`src/rtl/pixel_packer.sv`:
```
// Packs 24-bit RGB pixels into dense 32-bit words (4 pixels -> 3 words), or zero-extends
// one pixel per word in mode32. Optional zero-padded flush: define PIXEL_PACKER_FLUSH_EN.
module pixel_packer #(
  parameter int COUNT_W = 16
) (
  input  logic               clk,
  input  logic               reset,
  input  logic               mode32,
  input  logic [23:0]        in24,
  input  logic               in24_valid,
  output logic               strobe_in24,
  output logic [31:0]        out32,
  output logic               out32_ready,
  input  logic               strobe_out32,
`ifdef PIXEL_PACKER_FLUSH_EN
  input  logic               flush,
`endif
  output logic [COUNT_W-1:0] word_count
);

  typedef enum logic [1:0] {
    S0 = 2'd0,
    S1 = 2'd1,
    S2 = 2'd2,
    S3 = 2'd3
  } state_t;

  state_t      state_r;
  state_t      state_nxt_s;
  logic [23:0] temp_r;
  logic [23:0] temp_nxt_s;
  logic        slot_free_s;
  logic        accept_s;
  logic        emit_s;
  logic        flush_go_s;
  logic [31:0] word_s;

  // Next-state, accept and emitted-word selection.
  always_comb begin
    slot_free_s = !out32_ready || strobe_out32;
    accept_s    = 1'b0;
    emit_s      = 1'b0;
    word_s      = out32;
    state_nxt_s = state_r;
    temp_nxt_s  = temp_r;
`ifdef PIXEL_PACKER_FLUSH_EN
    flush_go_s  = flush && (state_r != S0) && slot_free_s && !mode32;
`else
    flush_go_s  = 1'b0;
`endif
    if (flush_go_s) begin
      // Flush wins over a pending pixel; the remaining bytes are zero padding.
      emit_s      = 1'b1;
      state_nxt_s = S0;
      case (state_r)
        S1:      word_s = {temp_r[23:0], 8'h00};
        S2:      word_s = {temp_r[15:0], 16'h0000};
        S3:      word_s = {temp_r[7:0], 24'h000000};
        default: word_s = out32;
      endcase
    end else if (mode32) begin
      if (in24_valid && slot_free_s) begin
        accept_s    = 1'b1;
        emit_s      = 1'b1;
        word_s      = {8'h00, in24};
        state_nxt_s = S0;
      end else begin
        state_nxt_s = state_r;
      end
    end else begin
      case (state_r)
        S0: begin
          // S0 only fills temp, so it may accept even while the output slot is occupied.
          if (in24_valid) begin
            accept_s    = 1'b1;
            temp_nxt_s  = in24;
            state_nxt_s = S1;
          end else begin
            state_nxt_s = S0;
          end
        end
        S1: begin
          if (in24_valid && slot_free_s) begin
            accept_s    = 1'b1;
            emit_s      = 1'b1;
            word_s      = {temp_r[23:0], in24[23:16]};
            temp_nxt_s  = {8'h00, in24[15:0]};
            state_nxt_s = S2;
          end else begin
            state_nxt_s = S1;
          end
        end
        S2: begin
          if (in24_valid && slot_free_s) begin
            accept_s    = 1'b1;
            emit_s      = 1'b1;
            word_s      = {temp_r[15:0], in24[23:8]};
            temp_nxt_s  = {16'h0000, in24[7:0]};
            state_nxt_s = S3;
          end else begin
            state_nxt_s = S2;
          end
        end
        S3: begin
          if (in24_valid && slot_free_s) begin
            accept_s    = 1'b1;
            emit_s      = 1'b1;
            word_s      = {temp_r[7:0], in24};
            state_nxt_s = S0;
          end else begin
            state_nxt_s = S3;
          end
        end
        default: state_nxt_s = S0;
      endcase
    end
  end

  assign strobe_in24 = accept_s;

  // State, partial-pixel store and output word register.
  always_ff @(posedge clk) begin
    if (reset) begin
      state_r     <= S0;
      temp_r      <= 24'h000000;
      out32       <= 32'h00000000;
      out32_ready <= 1'b0;
      word_count  <= {COUNT_W{1'b0}};
    end else begin
      state_r <= state_nxt_s;
      temp_r  <= temp_nxt_s;
      if (emit_s) begin
        out32       <= word_s;
        out32_ready <= 1'b1;
        word_count  <= word_count + {{(COUNT_W-1){1'b0}}, 1'b1};
      end else if (strobe_out32) begin
        out32_ready <= 1'b0;
      end
    end
  end

endmodule

```
`config.mk`:
```
export PLATFORM = sky130hd
export DESIGN_NAME = pixel_packer
export DESIGN_NICKNAME = d
export VERILOG_FILES = /design/src/rtl/pixel_packer.sv
export SDC_FILE = /design/constraint.sdc
export NUM_CORES = 1
export LEC_CHECK = 0
export CORE_MARGIN = 2
export CORE_UTILIZATION = 34
export DETAILED_ROUTE_END_ITERATION = 7
export PLACE_DENSITY = 0.66
export SYNTH_ARGS = -nofsm -noshare
export SYNTH_HDL_FRONTEND = slang
export SYNTH_SLANG_ARGS = --single-unit
```
`constraint.sdc`:
```
create_clock -name clk -period 3.3 [get_ports clk]
set_input_delay 0.66 -clock clk [delete_from_list [all_inputs] [get_ports clk]]
set_output_delay 0.66 -clock clk [all_outputs]
set_load 0.03 [all_outputs]
```
==> impl_metrics.yaml, run 1 <==
synthesis:
  avgSynthCellArea_um2: 8.55
  async_flop_share: 0
  yosysTopAreaCell: "dfxtp_1"
  syn_area_um2: 3660
  synth.ff_latch_count: 75
  synth_compound_area_frac: 0.316
  synth_cell_types: 41
  yosys_warnings: 0
  synthAdderAreaFrac: 0.0239
  yosysSeqAreaShare: 0.410
  ys_top_cells_by_count: "dfxtp_1, a21oi_1, clkbuf_1, nor2_1, o21ai_0"
  yosys.area.top_type_share: 0.410
  netlist_instances: 428
  synth_top_family_by_area: "compound AO/OA/AOI/OAI gates"
  synth-xor-area-share: 0.0120
  yosysMostFrequentCell: "dfxtp_1"
  synth_edf_count: 0
  muxShareOfSynthArea: 0.00274
  synth_ff_type: "dfxtp_1"
  synthSimpleGateAreaFrac: 0.175
  synth_area_leaders: "dfxtp_1, a21oi_1, a2bb2oi_1"
  syn_nets: 464
outcome:
  outcome: "finished clean"
sta:
  rsz0062_at_grt: "false"
  period_needed_ns: 2.46
  fmax_mhz: 406
  finalSetupTns_ns: 0
  finalSetupViolCount: 0
  worst_pin_slew_ns: 0.920
  finClkSkew_ns: 0.0113
  period_share: 0.745
  slew-limit-headroom: 0.386
  setup_ws_ns: 0.840
  slew_violations: 0
  hold_viol: 0
placed_design:
  gp_congestion: 0.838
  pre_cts_ws_ns: 0.580
  portBuffers: 78
  post-dp-hpwl_mm: 7.37
global_route:
  grt_start_max_net_pins: 51
  track_usage: 0.187
  grt.overflow.total: 0
  grt_pass1_wl_mm: 17.4
  grt_pass1_vias: 3280
  antenna_found_initial: 0
final_layout:
  areaGrowthSynthToFinish_pct: 29.6
  antenna_cells: 0
  drive_gt1_frac: 0.0738
  fin_nets: 519
power_and_ir_drop:
  sw_frac_of_total: 0.256
  peakVddDrop_mv: 0.229
  leakage_nw: 1.58
  power_frac_comb: 0.162
  p_int_w: 0.00166
  power_switching_w: 0.000572
  p_clk_frac: 0.401
  p_per_area_nw_per_um2: 471
  seq_power_share: 0.437
worst_setup_path:
  path_cells: "clkdlybuf4s50_1, inv_2, a21oi_1, buf_4"
  worstSetupStartpointType: "input port"
  slowest_stage: "clkdlybuf4s50_1"
  crit_type: "in2out"
  critPathArrivalTime_ns: 1.80
  crit_path_end_kind: "output pin"
  cp.buffers_inverters: 3
  cp_max_fo: 10
  cp_slowest_stage_delay_ns: 0.67
  required_ns: 2.64
  crit_family: "buffers and inverters"
clocking:
  cts_hold_buf: 0
  cts_setup_buffers: 0
  cts-root-buf: "clkbuf_8"
  clk_path_buf_depth: 2
  clk_latency_ns: 0.34
  htreeDepth: 3
  clkTransAtPathRegs_ns: 0.07
  clock-sinks: 75
  numCtsBuffers: 9
  ctsResizeCount: 0
  cts_tree: "built"
route:
  wl_mm: 10.6
  routed-via-count: 3576
  viasPerCell: 5.73
  drtIter0Drc: 353
  postRouteAntennaNets: 0
  drc_errors: 0
  dr.pass1.iters: 5
  wl_per_cell_um: 17.0
die:
  core-area_um2: 10400
  dieArea_um2: 11600
  io_pins: 79
  rows: 37
  fp.dieW_um: 108
  initial_core_util: 0.353
  die_h_um: 108
job:
  maxCapViolations: 0
worst_hold_path:
  holdCritPathClass: "reg2reg"
-- power groups by stage --
stage                     logic (W)  registers, W  clock network (W)
final                      0.000362      0.000977           0.000897
after global placement     0.000354      0.000997                  0
after floorplan            0.000172       0.00104                  0
after detailed placement   0.000359      0.000999                  0
after global routing       0.000391      0.000983           0.000959
after CTS                  0.000360      0.000977           0.000912
-- kinds of logic after synthesis --
logic type / Yosys count
buffers and inverters: 50
and+or+nand+nor: 114
DFF: 75
muxes: 1
AOI/OAI and AO/OA: 176
xor gates and xnor gates: 5
adders and majority gates: 7
-- worst register-to-register path, cell delays in order, from the launching register on --
cell,delay (ns)
dfxtp_1,0.42
ha_1,0.53
or4_1,0.23
nand4_1,0.46
or3_1,0.54
a21oi_1,0.17
-- worst paths after layout --
path | start | endpoint | slack (ns) | cells after the start
setup / recovery | in24_valid | strobe_in24 | 0.84 | 4
hold / removal | out32[25] | out32[25] | 0.46 | 2
setup reg to reg | state_r[0] | out32[29] | 0.88 | 5
hold reg to reg | out32[25] | out32[25] | 0.46 | 2
-- layout make-up --
| type | instances | area (um^2) |
|---|---|---|
| Sequential cell | 75 | 1500 |
| Clock buffer | 12 | 165 |
| Fill cell | 997 | 5630 |
| Timing Repair Buffer | 87 | 841 |
| Clock inverter | 4 | 95.1 |
| Inverter | 7 | 26.3 |
| Multi-Input combinational cell | 303 | 1950 |
| Tap cell | 136 | 170 |
-- layer usage --
| layer | vias to the layer above | track usage | part of all wire |
|---|---|---|---|
| met5 | - | 0 | 0 |
| met2 | 136 | 0.283 | 0.46 |
| met4 | 0 | 0.0568 | 0.016 |
| met1 | 1683 | 0.270 | 0.47 |
| met3 | 23 | 0.0315 | 0.055 |
| li1 | 1734 | - | - |
-- sequential cells by signal, summed over array words and instances (netlist names) --
name / cells
word_count: 16
out32_ready: 1
state_r: 2
out32: 32
temp_r: 24
-- stage by stage --
stage          hold slack [ns]  instance area [um^2]  total power (W)  utilization  cells
6_report                 0.463                  4740          0.00224        0.458    624
5_1_grt                  0.486                  4740          0.00233        0.458    624
4_1_cts                  0.472                  4740          0.00225        0.458    624
3_5_place_dp             0.450                  4480          0.00136        0.432    608
3_3_place_gp             0.458                  4480          0.00135        0.432    608
2_1_floorplan            0.450                  3660          0.00121            -    428
-- layout by cell type (no fill, tap or decap), types with 2 or more instances in the layout --
cell type,Yosys,routed
nand2b_1,2,2
o41ai_1,2,2
nand2_1,15,15
a22oi_1,24,24
nor2b_4,2,2
bufinv_16,0,3
and4_1,3,3
o31ai_1,4,4
a21oi_1,55,55
nand3_1,12,12
nand4_1,11,11
nand4b_1,9,9
nor4_1,2,2
nor2_1,33,33
or3_1,14,14
a211o_1,2,2
a2bb2oi_1,24,24
buf_4,0,10
o21ai_0,29,29
inv_1,6,6
xor2_1,2,2
a22o_1,8,8
clkdlybuf4s50_1,0,76
a211oi_1,25,24
clkbuf_8,1,12
dfxtp_1,75,75
or4_1,5,5
xnor2_1,3,3
ha_1,7,7
Power figures use the tool's default switching activity.
==> inputs of run 2 (changes only) <==
clock period = 2.43 ns   (was 3.3 ns; I/O delays follow)
==> run 2 against run 1 <==
  * First-iteration DRC count grew 1.1%
  * Sequential share of layout area shrank 0.48 points
  * Design area grew 1.5%
  * Sequential power grew 36%
  * Largest power group unchanged
  * Critical path depth grew 1
==> impl_metrics.yaml, run 2 (same netlist as run 1, synthesis figures left out) <==
sta:
  fmax_mhz: 454
  slew-limit-headroom: 0.439
  period_needed_ns: 2.20
  finalSetupTns_ns: 0
  setup_ws_ns: 0.229
  slew_violations: 0
  finalSetupViolCount: 0
  period_share: 0.906
  worst_pin_slew_ns: 0.842
  finClkSkew_ns: 0.00905
  rsz0062_at_grt: "false"
  hold_viol: 0
global_route:
  track_usage: 0.183
  antenna_found_initial: 0
  grt_start_max_net_pins: 49
  grt.overflow.total: 0
  grt_pass1_vias: 3268
  grt_pass1_wl_mm: 16.9
final_layout:
  antenna_cells: 0
  largest_register_ffs: 32
  nFillCells: 1006
  fin_nets: 527
  post-route-util: 0.465
  top_register: "out32"
  stdcell_count: 632
  mostFrequentLayoutCells: "clkdlybuf4s50_1, dfxtp_1, a21oi_1"
  layout_commonest_cell: "clkdlybuf4s50_1"
  drive_gt1_frac: 0.0887
  areaGrowthSynthToFinish_pct: 31.6
  top_regs: "out32 x32, temp_r x24, word_count x16"
route:
  drtIter0Drc: 357
  postRouteAntennaNets: 0
  routed-via-count: 3592
  drc_errors: 0
  viasPerCell: 5.68
  wl_mm: 10.5
  wl_per_cell_um: 16.7
  dr.pass1.iters: 5
placed_design:
  pre_cts_ws_ns: 0.0744
  dp_cells: 616
  gp_congestion: 0.793
  portBuffers: 78
  post-dp-hpwl_mm: 7.40
outcome:
  outcome: "finished clean"
worst_setup_path:
  required_ns: 1.94
  critPathArrivalTime_ns: 1.72
  worstSetupStartpointType: "input port"
  cp_max_fo: 5
  crit_path_end_kind: "output pin"
  crit_type: "in2out"
  ff2ff_path_depth: 6
power_and_ir_drop:
  power_switching_w: 0.000830
  seq_power_share: 0.438
  p_int_w: 0.00220
  leakage_nw: 1.61
  power_frac_comb: 0.167
  p_per_area_nw_per_um2: 629
  peakVddDrop_mv: 0.229
  p_clk_frac: 0.395
  sw_frac_of_total: 0.274
clocking:
  cts_tree: "built"
  cts_setup_buffers: 0
  cts-root-buf: "clkbuf_8"
  ctsResizeCount: 0
  clkTransAtPathRegs_ns: 0.08
  htreeDepth: 3
  clk_latency_ns: 0.35
  numCtsBuffers: 9
  cts_hold_buf: 0
  clk_path_buf_depth: 2
  clock-sinks: 75
die:
  rows: 37
  fp.dieW_um: 108
  core-area_um2: 10400
  die_h_um: 108
  io_pins: 79
  initial_core_util: 0.353
  dieArea_um2: 11600
worst_hold_path:
  holdCritPathClass: "reg2reg"
  hold_path_depth: 2
job:
  maxCapViolations: 0
## run 2: cell count changes in the layout (fill, tap and decap cells not counted), sizes merged
| cell | delta |
|---|---|
| buf | +8 |
| clkbuf | -3 |
| inv | +2 |
| clkinvlp | +1 |
## run 2: metrics by stage
step,hold slack [ns],instance area [um^2],power [W]
after floorplan,0.450,3660,0.00165
after global placement,0.448,4570,0.00185
after detailed placement,0.447,4570,0.00186
after CTS,0.465,4820,0.00305
after global routing,0.479,4820,0.00315
final,0.463,4820,0.00303
## run 2: worst paths after layout
kind                    from              to  slack (ns)
setup / recovery      mode32     strobe_in24        0.23
hold reg to reg    out32[26]       out32[26]        0.46
setup reg to reg  state_r[0]  word_count[10]        0.27
hold / removal     out32[26]       out32[26]        0.46
## run 2: power groups by stage
stage | clock [W] | combinational (W) | sequential, W
6_report | 0.00120 | 0.000506 | 0.00133
5_1_grt | 0.00127 | 0.000547 | 0.00133
4_1_cts | 0.00122 | 0.000504 | 0.00133
3_5_place_dp | 0 | 0.000504 | 0.00136
3_3_place_gp | 0 | 0.000498 | 0.00135
2_1_floorplan | 0 | 0.000233 | 0.00142
## run 2: final cells by class
type                    count  area [um^2]  area share
clock inverters             7          124      0.0257
clock buffers               9          124      0.0257
inverters                   7         26.3     0.00545
multi-input cells         303         1950       0.404
repair buffers             95          926       0.192
flip-flops and latches     75         1500       0.312
well taps                 136          170      0.0353
## run 2: routing by layer
layer,track usage,part of all wire
met1,0.268,0.48
met4,0.0733,0.022
met3,0.0278,0.058
met5,0,0
met2,0.267,0.44
## run 2: critical path: stages
cell and delay (ns):
clkdlybuf4s50_1 0.51, nand2b_1 0.21, buf_4 0.15, a21oi_1 0.17, buf_4 0.18
==> inputs of run 3 (changes only) <==
CTS_BUF_LIST = sky130_fd_sc_hd__clkbuf_16   (was default)
SKIP_LAST_GASP = 1   (was default)
==> run 3 against run 2 <==
  * Critical path depth is the same
  * Sequential power is essentially flat
  * First-iteration DRC count shrank 16%
  * Combinational power is essentially flat
  * Non-clock buffer count is the same
  * Sequential cell count is the same
  * Largest power group is now the clock network
  * Clock power grew 29%
  * Largest cell class unchanged
  * Global-route usage grew 0.066 points
  * Maximum frequency grew 0.40%
  * Core utilization grew 0.98 points
  * Worst setup slack gained 0.0088 ns
==> impl_metrics.yaml, run 3 (same netlist as run 1, synthesis figures left out) <==
outcome:
  outcome: "finished clean"
route:
  met3_wirelength_um: 613
  routed-via-count: 3567
  dr.pass1.iters: 5
  wl_per_cell_um: 16.6
  viasPerCell: 5.64
  drc_errors: 0
  wl_mm: 10.5
  drtIter0Drc: 299
  highest_layer: "met4"
  drt-met1-wl_mm: 5.11
  postRouteAntennaNets: 0
  wl_met2_mm: 4.62
die:
  core-area_um2: 10400
  initial_core_util: 0.353
  die_h_um: 108
  rows: 37
  fp.dieW_um: 108
  io_pins: 79
  dieArea_um2: 11600
final_layout:
  fin_nets: 527
  top_register: "out32"
  layout_commonest_cell: "clkdlybuf4s50_1"
  antenna_cells: 0
  drive_gt1_frac: 0.0887
  areaGrowthSynthToFinish_pct: 34.4
  top_regs: "out32 x32, temp_r x24, word_count x16"
  mostFrequentLayoutCells: "clkdlybuf4s50_1, dfxtp_1, a21oi_1"
  largest_register_ffs: 32
placed_design:
  gp_congestion: 0.793
  portBuffers: 78
  post-dp-hpwl_mm: 7.40
  pre_cts_ws_ns: 0.0744
worst_setup_path:
  crit_path_end_kind: "output pin"
  ff2ff_path_depth: 6
  cp_max_fo: 5
  critPathArrivalTime_ns: 1.71
  r2r_end: "word_count[14]"
  crit_type: "in2out"
  r2r-start: "state_r[0]"
  required_ns: 1.94
  worstSetupStartpointType: "input port"
  rrSetupSlack_ns: 0.26
sta:
  slew-limit-headroom: 0.448
  slew_violations: 0
  finClkSkew_ns: 0.00559
  worst_pin_slew_ns: 0.827
  finalSetupTns_ns: 0
  fmax_mhz: 456
  setup_ws_ns: 0.238
  rsz0062_at_grt: "false"
  period_needed_ns: 2.19
  period_share: 0.902
  hold_viol: 0
  finalSetupViolCount: 0
clocking:
  cts_hold_buf: 0
  cts-root-buf: "clkbuf_16"
  htreeDepth: 3
  cts_setup_buffers: 0
  cts_tree: "built"
  ctsResizeCount: 0
  numCtsBuffers: 9
  clkTransAtPathRegs_ns: 0.06
  clock-sinks: 75
  clk_latency_ns: 0.33
  clk_path_buf_depth: 2
global_route:
  grt_pass1_vias: 3290
  grt.overflow.total: 0
  track_usage: 0.184
  grt_start_max_net_pins: 49
  antenna_found_initial: 0
  grt_pass1_wl_mm: 17.0
job:
  maxCapViolations: 0
power_and_ir_drop:
  leakage_nw: 1.66
  p_per_area_nw_per_um2: 688
  peakVddDrop_mv: 0.313
worst_hold_path:
  hold_path_depth: 2
  holdCritPathClass: "reg2reg"
  min_to: "out32[26]"
  hold_start: "out32[26]"
==> run 3: per-layer routing <==
layer  global-route usage  vias to the layer above
li1                     -                     1749
met1                0.268                     1669
met2                0.270                      139
met3               0.0315                       10
met4               0.0650                        0
met5                    0                        -
==> run 3: cell type report <==
cell class                 count  area (um^2)
tap                          136          170
multi-input combinational    303         1950
sequential                    75         1500
fill                        1000         5450
inverter                       7         26.3
timing repair buffer          95          926
clock buffer                   9          225
clock inverter                 7          124
==> run 3: per-stage QoR <==
stage / cell area [um^2] / std cells / utilization / total power [W] / hold slack [ns]
floorplan: 3660 / 428 / - / 0.00165 / 0.450
global placement: 4570 / 616 / 0.441 / 0.00185 / 0.448
detailed placement: 4570 / 616 / 0.441 / 0.00186 / 0.447
CTS: 4920 / 632 / 0.474 / 0.00341 / 0.462
global route: 4920 / 632 / 0.474 / 0.00352 / 0.475
finish: 4920 / 632 / 0.474 / 0.00338 / 0.461
==> run 3: report_power, final <==
group          total [W]  internal, W  switching (W)
clock network    0.00155      0.00101       0.000538
registers        0.00133      0.00129      0.0000395
logic           0.000506     0.000220       0.000286
total            0.00338      0.00252       0.000863
==> run 3: worst max-delay path by stage <==
| stage | depth (start not counted) | slack (ns) | from | endpoint |
|---|---|---|---|---|
| after floorplan | 7 | 0.39 | state_r[0] | word_count[14] |
| after global placement | 5 | 0.12 | mode32 | word_count[10] |
| after detailed placement | 5 | 0.07 | mode32 | word_count[14] |
| after CTS | 5 | 0.24 | mode32 | strobe_in24 |
| after global routing | 6 | 0.12 | state_r[0] | word_count[10] |
| final | 5 | 0.24 | mode32 | strobe_in24 |
==> run 3: critical path: stages <==
cell	delay [ns]
clkdlybuf4s50_1	0.51
nand2b_1	0.21
buf_4	0.15
a21oi_1	0.16
buf_4	0.18
